==> config.mk <==
export PLATFORM = sky130hd
export DESIGN_NAME = instruction_fetch_unit_flat
export DESIGN_NICKNAME = d
export VERILOG_FILES = /design/src/rtl/instruction_fetch_unit_if.sv /design/src/rtl/instruction_fetch_unit.sv /design/src/flat_wrapper.sv
export SDC_FILE = /design/constraint.sdc
export NUM_CORES = 1
export LEC_CHECK = 0
export ABC_AREA = 1
export BUFFER_PORTS_ARGS = -buffer_cell sky130_fd_sc_hd__buf_2
export CAP_MARGIN = 0
export CORE_ASPECT_RATIO = 0.6
export CORE_MARGIN = 3
export CORE_UTILIZATION = 56
export CTS_CLUSTER_DIAMETER = 80
export CTS_CLUSTER_SIZE = 16
export DETAILED_ROUTE_END_ITERATION = 7
export PLACE_DENSITY = 0.81
export SLEW_MARGIN = 20
export SYNTH_ARGS = -nofsm -noshare
export SYNTH_HDL_FRONTEND = slang
export SYNTH_SLANG_ARGS = --single-unit
export TNS_END_PERCENT = 30
==> constraint.sdc <==
create_clock -name clk -period 3.35 [get_ports clk]
set_input_delay 0.67 -clock clk [delete_from_list [all_inputs] [get_ports clk]]
set_output_delay 0.67 -clock clk [all_outputs]
set_load 0.01 [all_outputs]
==> src/rtl/instruction_fetch_unit_if.sv <==
// Fetch-unit bus: instruction-memory read handshake plus the decoder-side
// control inputs and instruction/PC outputs.
interface instruction_fetch_unit_if #(
    parameter int ADDR_W = 32
);
    logic              imem_read;
    logic [ADDR_W-1:0] imem_address;
    logic [31:0]       imem_readdata;
    logic              imem_busywait;

    logic              stall;
    logic              jump;
    logic              branch_taken;
    logic [7:0]        offset;
    logic [31:0]       instruction;
    logic              instr_valid;
    logic [ADDR_W-1:0] pc;

    modport master (
        output imem_read, imem_address, instruction, instr_valid, pc,
        input  imem_readdata, imem_busywait, stall, jump, branch_taken, offset
    );

    modport slave (
        input  imem_read, imem_address, instruction, instr_valid, pc,
        output imem_readdata, imem_busywait, stall, jump, branch_taken, offset
    );
endinterface

==> src/rtl/instruction_fetch_unit.sv <==
// Instruction fetch unit: holds the PC, reads one word per instruction from
// instruction memory and presents it to the decoder until it retires.
//
// state | meaning
// FETCH | read request issued for the word at PC
// WAIT  | waiting for busywait to drop, then latch the word
// EXEC  | instruction valid; advance PC when not stalled
module instruction_fetch_unit #(
    parameter int                ADDR_W   = 32,
    parameter logic [ADDR_W-1:0] RESET_PC = '0,
    parameter int                PC_STEP  = 4
) (
    input logic                 clk,
    input logic                 rst,
    instruction_fetch_unit_if.master bus
);

    typedef enum logic [1:0] {
        FETCH = 2'd0,
        WAIT  = 2'd1,
        EXEC  = 2'd2
    } state_t;

    state_t            state;
    state_t            state_nxt;
    logic [ADDR_W-1:0] pc_q;
    logic [ADDR_W-1:0] pc_nxt;
    logic [ADDR_W-1:0] offset_bytes;
    logic [31:0]       instr_q;
    logic              read_q;
    logic              latch;
    logic              advance;

    always_comb begin
        state_nxt = state;
        latch     = 1'b0;
        advance   = 1'b0;
        case (state)
            FETCH: state_nxt = WAIT;
            WAIT: begin
                if (!bus.imem_busywait) begin
                    latch     = 1'b1;
                    state_nxt = EXEC;
                end
            end
            EXEC: begin
                if (!bus.stall) begin
                    advance   = 1'b1;
                    state_nxt = FETCH;
                end
            end
            default: state_nxt = FETCH;
        endcase
    end

    // Word offset to bytes; jump and taken branch share one adder path.
    assign offset_bytes = {{(ADDR_W-10){bus.offset[7]}}, bus.offset, 2'b00};

    always_comb begin
        pc_nxt = pc_q + ADDR_W'(PC_STEP);
        if (bus.jump || bus.branch_taken) begin
            pc_nxt = pc_q + ADDR_W'(PC_STEP) + offset_bytes;
        end
    end

    always_ff @(posedge clk or posedge rst) begin
        if (rst) begin
            state   <= FETCH;
            pc_q    <= RESET_PC;
            instr_q <= '0;
            read_q  <= 1'b0;
        end else begin
            state  <= state_nxt;
            // Registered so the request only rises on the first edge after reset.
            read_q <= (state_nxt != EXEC);
            if (latch) begin
                instr_q <= bus.imem_readdata;
            end
            if (advance) begin
                pc_q <= pc_nxt;
            end
        end
    end

    assign bus.imem_read    = read_q;
    assign bus.imem_address = pc_q;
    assign bus.pc           = pc_q;
    assign bus.instruction  = instr_q;
    assign bus.instr_valid  = (state == EXEC);

endmodule

==> src/flat_wrapper.sv <==
// flat-port wrapper written by rule: the top's interface ports become plain ports
module instruction_fetch_unit_flat 
#(
    parameter int                ADDR_W   = 32,
    parameter logic [ADDR_W-1:0] RESET_PC = '0,
    parameter int                PC_STEP  = 4
)
  (clk, rst, bus_imem_read, bus_imem_address, bus_instruction, bus_instr_valid, bus_pc, bus_imem_readdata, bus_imem_busywait, bus_stall, bus_jump, bus_branch_taken, bus_offset);
  instruction_fetch_unit_if #(.ADDR_W(ADDR_W)) bus_i ();
  input logic clk;
  input logic rst;
  output wire logic [$bits(bus_i.imem_read)-1:0] bus_imem_read;
  output wire logic [$bits(bus_i.imem_address)-1:0] bus_imem_address;
  output wire logic [$bits(bus_i.instruction)-1:0] bus_instruction;
  output wire logic [$bits(bus_i.instr_valid)-1:0] bus_instr_valid;
  output wire logic [$bits(bus_i.pc)-1:0] bus_pc;
  input wire logic [$bits(bus_i.imem_readdata)-1:0] bus_imem_readdata;
  input wire logic [$bits(bus_i.imem_busywait)-1:0] bus_imem_busywait;
  input wire logic [$bits(bus_i.stall)-1:0] bus_stall;
  input wire logic [$bits(bus_i.jump)-1:0] bus_jump;
  input wire logic [$bits(bus_i.branch_taken)-1:0] bus_branch_taken;
  input wire logic [$bits(bus_i.offset)-1:0] bus_offset;
  assign bus_imem_read = bus_i.imem_read;
  assign bus_imem_address = bus_i.imem_address;
  assign bus_instruction = bus_i.instruction;
  assign bus_instr_valid = bus_i.instr_valid;
  assign bus_pc = bus_i.pc;
  assign bus_i.imem_readdata = bus_imem_readdata;
  assign bus_i.imem_busywait = bus_imem_busywait;
  assign bus_i.stall = bus_stall;
  assign bus_i.jump = bus_jump;
  assign bus_i.branch_taken = bus_branch_taken;
  assign bus_i.offset = bus_offset;
  instruction_fetch_unit #(.ADDR_W(ADDR_W), .RESET_PC(RESET_PC), .PC_STEP(PC_STEP)) u_core (.clk(clk), .rst(rst), .bus(bus_i));
endmodule
==> implementation parameters <==
Parameter                              Value

Synth
  Instance count of the mapped netlist    about 920
  Mapped Avg Cell Area    about 6.7 µm²
  Proportion of netlist area held by the largest area contributor    between 20% and 30%
  Total of warnings raised by yosys    0
  Most frequently used flop master after synthesis    sky130_fd_sc_hd__dfrtp_1
  Post-synthesis cell type count    39
  Area leader, netlist    sky130_fd_sc_hd__dfrtp_1
  Post-synthesis register bit count    between 60 and 70
  Proportion of synthesized chip area in sequential cells    a little over a quarter
  Async set-reset flop share out of synthesis    100%
  Area of the mapped netlist    6090 µm²
  Post-synth EDFFs    0
  Most area-consuming cells after synthesis    sky130_fd_sc_hd__dfrtp_1, sky130_fd_sc_hd__nand2_1, sky130_fd_sc_hd__inv_1

Clock tree
  CTS buffer count    9
  Clock tree root driver cell    sky130_fd_sc_hd__clkbuf_16
  Clock latency reported for the late side of the worst-skew pair    between 0.3 and 0.4 ns
  Longest Clk Path Bufs    2
  Post-CTS Setup Inserts    0
  TritonCTS clock tree    built
  Clock sink count    between 60 and 70
  Htree depth    3
  Clock slew at the register clock pins of the worst setup and hold paths    0.06 ns
  Hold_buf cts    0

Layout
  Multi-input combinational cell area    3660 µm²
  Final design instance area without fill    around 7000 µm²
  Number of diodes added for antenna fixing    0
  Fillers    886
  Area overhead of the layout relative to synthesis    15.9%
  Share of layout cells above drive strength 1    a little under a quarter
  Register Area    1630 µm²
  NumNets Final    approximately 1100
  Final Non-Filler Cells    around 1200

STA
  Worst hold slack across all endpoints    ~0.4 ns
  Remaining max-slew budget at the tightest pin    between 40% and 50%
  Count of final setup violators    0
  Portion of the clock cycle consumed by the worst path in the final layout    between 90% and 100%
  Count of final max-slew check failures    0
  Number of hold violations in the final report    0
  Setup Total Neg Slack    0 ns
  Highest Clock Rate    around 0.31 GHz
  Worst Tran Pin Value    between 0.8 and 0.9 ns
  Final critical delay including setup and external delays    ~3.2 ns
  Worst Skew    roughly 0.0066 ns

Floorplanning
  Starting utilization of the core area    between 50% and 60%
  Area of the placeable core    a little over 10000 µm²
  Total Die Area    ~12000 µm²
  Row count    28
  Count of pins on the block boundary    between 100 and 150
  DIE WIDTH    around 140 µm
  Die outline height    86.8 µm

Placement
  Detailed-placement wirelength estimate    roughly 14 mm
  Placer's final routability congestion estimate    just over 1
  Placed cell areas    between 6000 and 7000 µm²
  Instance count after placement with tap cells included    about 1200
  I/O Buffers    around 140

Critical path
  Element type at the critical path end    flop
  Slowest library cell on the worst path    sky130_fd_sc_hd__dfrtp_1
  Setup slack of the worst register-to-register path    0.17 ns
  Largest delay contributor family on the critical path    simple AND/OR/NAND/NOR gates
  Buf+Inv Stages, Crit Path    0
  Worst path depth    16
  Number of cells traversed by the worst register-to-register path    16
  Category of the most critical setup path    flop to flop
  Worst-path maximum fanout    7
  Cell seen most often among critical-path stages    sky130_fd_sc_hd__nand2_1
  Signal arrival time at the worst endpoint    3.36 ns
  Peak per-stage delay on the critical path    between 0.4 and 0.5 ns
  Startpoint kind of the worst setup timing path    flop
  Required time at the worst-slack endpoint    about 3.5 ns
  Critical-path cell list    nand2_1 -> nor2_1 -> nand2_1 -> nor2_2 -> xor2_1 -> ha_1 -> nand2_1 -> nand2_1 -> o21bai_1 -> nand3b_1 -> nor2_1 -> nor2_1 -> nand2_1 -> nand2_1 -> nand2_1 -> o21ai_0

Detailed routing
  Post-route DRC violation count    0
  Via total after detailed routing    approximately 6300
  Wirelength, routed    17.7 mm
  Initial detailed-routing violation count    750
  Total iterations of the first detailed-routing run    6
  ANT nets after route    0
  Via/cell ratio    5.38
  Average wire length per cell after detail routing    about 15 µm

Global routing
  Met3 GRT Util    under 10%
  Global-route total usage across every layer    28.7%
  First-pass GRT wire length    28.1 mm
  Largest net degree at the start of global routing    40
  Vias in the first global route    ~5600
  Remaining Overflow, GRT    0
  Met1 Use GR    between 40% and 50%
  GRT busiest layer    met1
  Initial antenna violation count    0
  GR Util met2    about two fifths

Run status
  Result of the run    finished, final reports clean

Power
  Lkg Pwr    approximately 0.0039 µW
  PD cells    952 nW/µm²
  Peak VDD IR    around 0.00059 V
  Total Power Consumption    roughly 6700 µW

Min path
  Type of the worst min-delay path    primary input to asynchronous set/reset pin

Flow run
  Maximum capacitance violations    0
-- cell usage in the layout, fill, tap and decap left out, drive strengths merged --
master,n
nand3,70
or2,3
inv,133
nand4,11
clkinv,4
clkinvlp,1
mux2,32
o21a,4
nor2,80
a21oi,33
buf,153
and2,6
a21boi,6
clkbuf,11
nand3b,6
nor3,6
nand2,311
bufinv,1
ha,37
fa,1
dfrtp,65
a31o,2
xor2,18
o21bai,6
o21ai,26
xnor2,3
o211ai,2
a21o,3
conb,4
-- cell families (layout without fill, tap and decap cells) --
logic type,after synthesis,after routing,share of synthesized area (%)
flip-flops,65,65,26.7
other,1,4,0.0616
AO/OA/AOI/OAI,82,82,7.98
adder cells (fa/ha/maj),38,38,7.94
multiplexers,32,32,5.92
AND/OR/NAND/NOR,493,493,34.6
buffers and inverters,183,303,13.6
XOR/XNOR,21,21,3.15
-- flip-flops by register name (all words and copies together), names as in the netlist --
name,flops
u_core.bus.instruction,32
u_core.bus.imem_read,1
u_core.bus.imem_address,30
u_core.state,2
-- area by class of cell --
| cell class | count | area share [%] |
|---|---|---|
| Timing Repair Buffer | 153 | 11.4 |
| Multi-Input combinational cell | 670 | 51.9 |
| Clock buffer | 11 | 3.30 |
| Inverter | 134 | 7.13 |
| Sequential cell | 65 | 23.1 |
| Tap cell | 135 | 2.40 |
| Clock inverter | 5 | 0.798 |
-- per-layer routing --
metal | vias to the layer above | share of wire (%)
met2 | 349 | 41
li1 | 3081 | -
met5 | - | 0
met3 | 22 | 12
met1 | 2857 | 46
met4 | 0 | 0.69
-- cell usage after synthesis (4+ instances only) --
| cell | n |
|---|---|
| sky130_fd_sc_hd__a21oi_1 | 31 |
| sky130_fd_sc_hd__and2_1 | 6 |
| sky130_fd_sc_hd__buf_2 | 6 |
| sky130_fd_sc_hd__buf_4 | 36 |
| sky130_fd_sc_hd__clkbuf_1 | 7 |
| sky130_fd_sc_hd__dfrtp_1 | 65 |
| sky130_fd_sc_hd__ha_1 | 37 |
| sky130_fd_sc_hd__inv_1 | 131 |
| sky130_fd_sc_hd__mux2_2 | 32 |
| sky130_fd_sc_hd__nand2_1 | 307 |
| sky130_fd_sc_hd__nand2_2 | 4 |
| sky130_fd_sc_hd__nand3_1 | 66 |
| sky130_fd_sc_hd__nand3_2 | 4 |
| sky130_fd_sc_hd__nand3b_1 | 6 |
| sky130_fd_sc_hd__nand4_1 | 11 |
| sky130_fd_sc_hd__nor2_1 | 65 |
| sky130_fd_sc_hd__nor2_2 | 12 |
| sky130_fd_sc_hd__nor3_1 | 5 |
| sky130_fd_sc_hd__o21a_1 | 4 |
| sky130_fd_sc_hd__o21ai_0 | 22 |
| sky130_fd_sc_hd__o21ai_1 | 4 |
| sky130_fd_sc_hd__o21bai_1 | 6 |
| sky130_fd_sc_hd__xor2_1 | 17 |
-- path summary, 6_finish.rpt --
path | start | to
worst max-delay path | u_core.bus.imem_address[8] | u_core.bus.imem_address[13]
worst min-delay path | rst | u_core.bus.instruction[8]
worst max register to register | u_core.bus.imem_address[8] | u_core.bus.imem_address[13]
worst min register to register | u_core.state[1] | u_core.state[0]
max in group asynchronous | rst | u_core.bus.instruction[30]
min in group clk | u_core.state[1] | u_core.state[0]
-- what timing repair did --
action	CTS	global route
resized for setup	0	6
hold endpoints to repair	0	0
setup endpoints to repair	0	20
-- worst register-to-register path, stage by stage, from the launching register on --
cell                       delay, ns
sky130_fd_sc_hd__dfrtp_1        0.49
sky130_fd_sc_hd__nand2_1        0.15
sky130_fd_sc_hd__nor2_1         0.19
sky130_fd_sc_hd__nand2_1        0.14
sky130_fd_sc_hd__nor2_2         0.26
sky130_fd_sc_hd__xor2_1         0.26
sky130_fd_sc_hd__ha_1           0.33
sky130_fd_sc_hd__nand2_1        0.09
sky130_fd_sc_hd__nand2_1        0.06
sky130_fd_sc_hd__o21bai_1       0.20
sky130_fd_sc_hd__nand3b_1       0.36
sky130_fd_sc_hd__nor2_1         0.19
sky130_fd_sc_hd__nor2_1         0.05
sky130_fd_sc_hd__nand2_1        0.07
sky130_fd_sc_hd__nand2_1        0.05
sky130_fd_sc_hd__nand2_1        0.05
sky130_fd_sc_hd__o21ai_0        0.11
-- metrics by stage --
step	util, %	setup WS, ns
2_1_floorplan	-	0.744
3_3_place_gp	65.9	0.137
3_5_place_dp	65.9	0.141
4_1_cts	68.8	0.117
5_1_grt	68.9	-0.00298
6_report	68.9	0.167
-- where the power goes --
group / leakage, µW / internal (µW) / switching, µW
clock: 0.000139 / 575 / 343
sequential: 0.000758 / 1170 / 403
combinational: 0.00305 / 1630 / 2590
(Power assumes the default switching activity.)
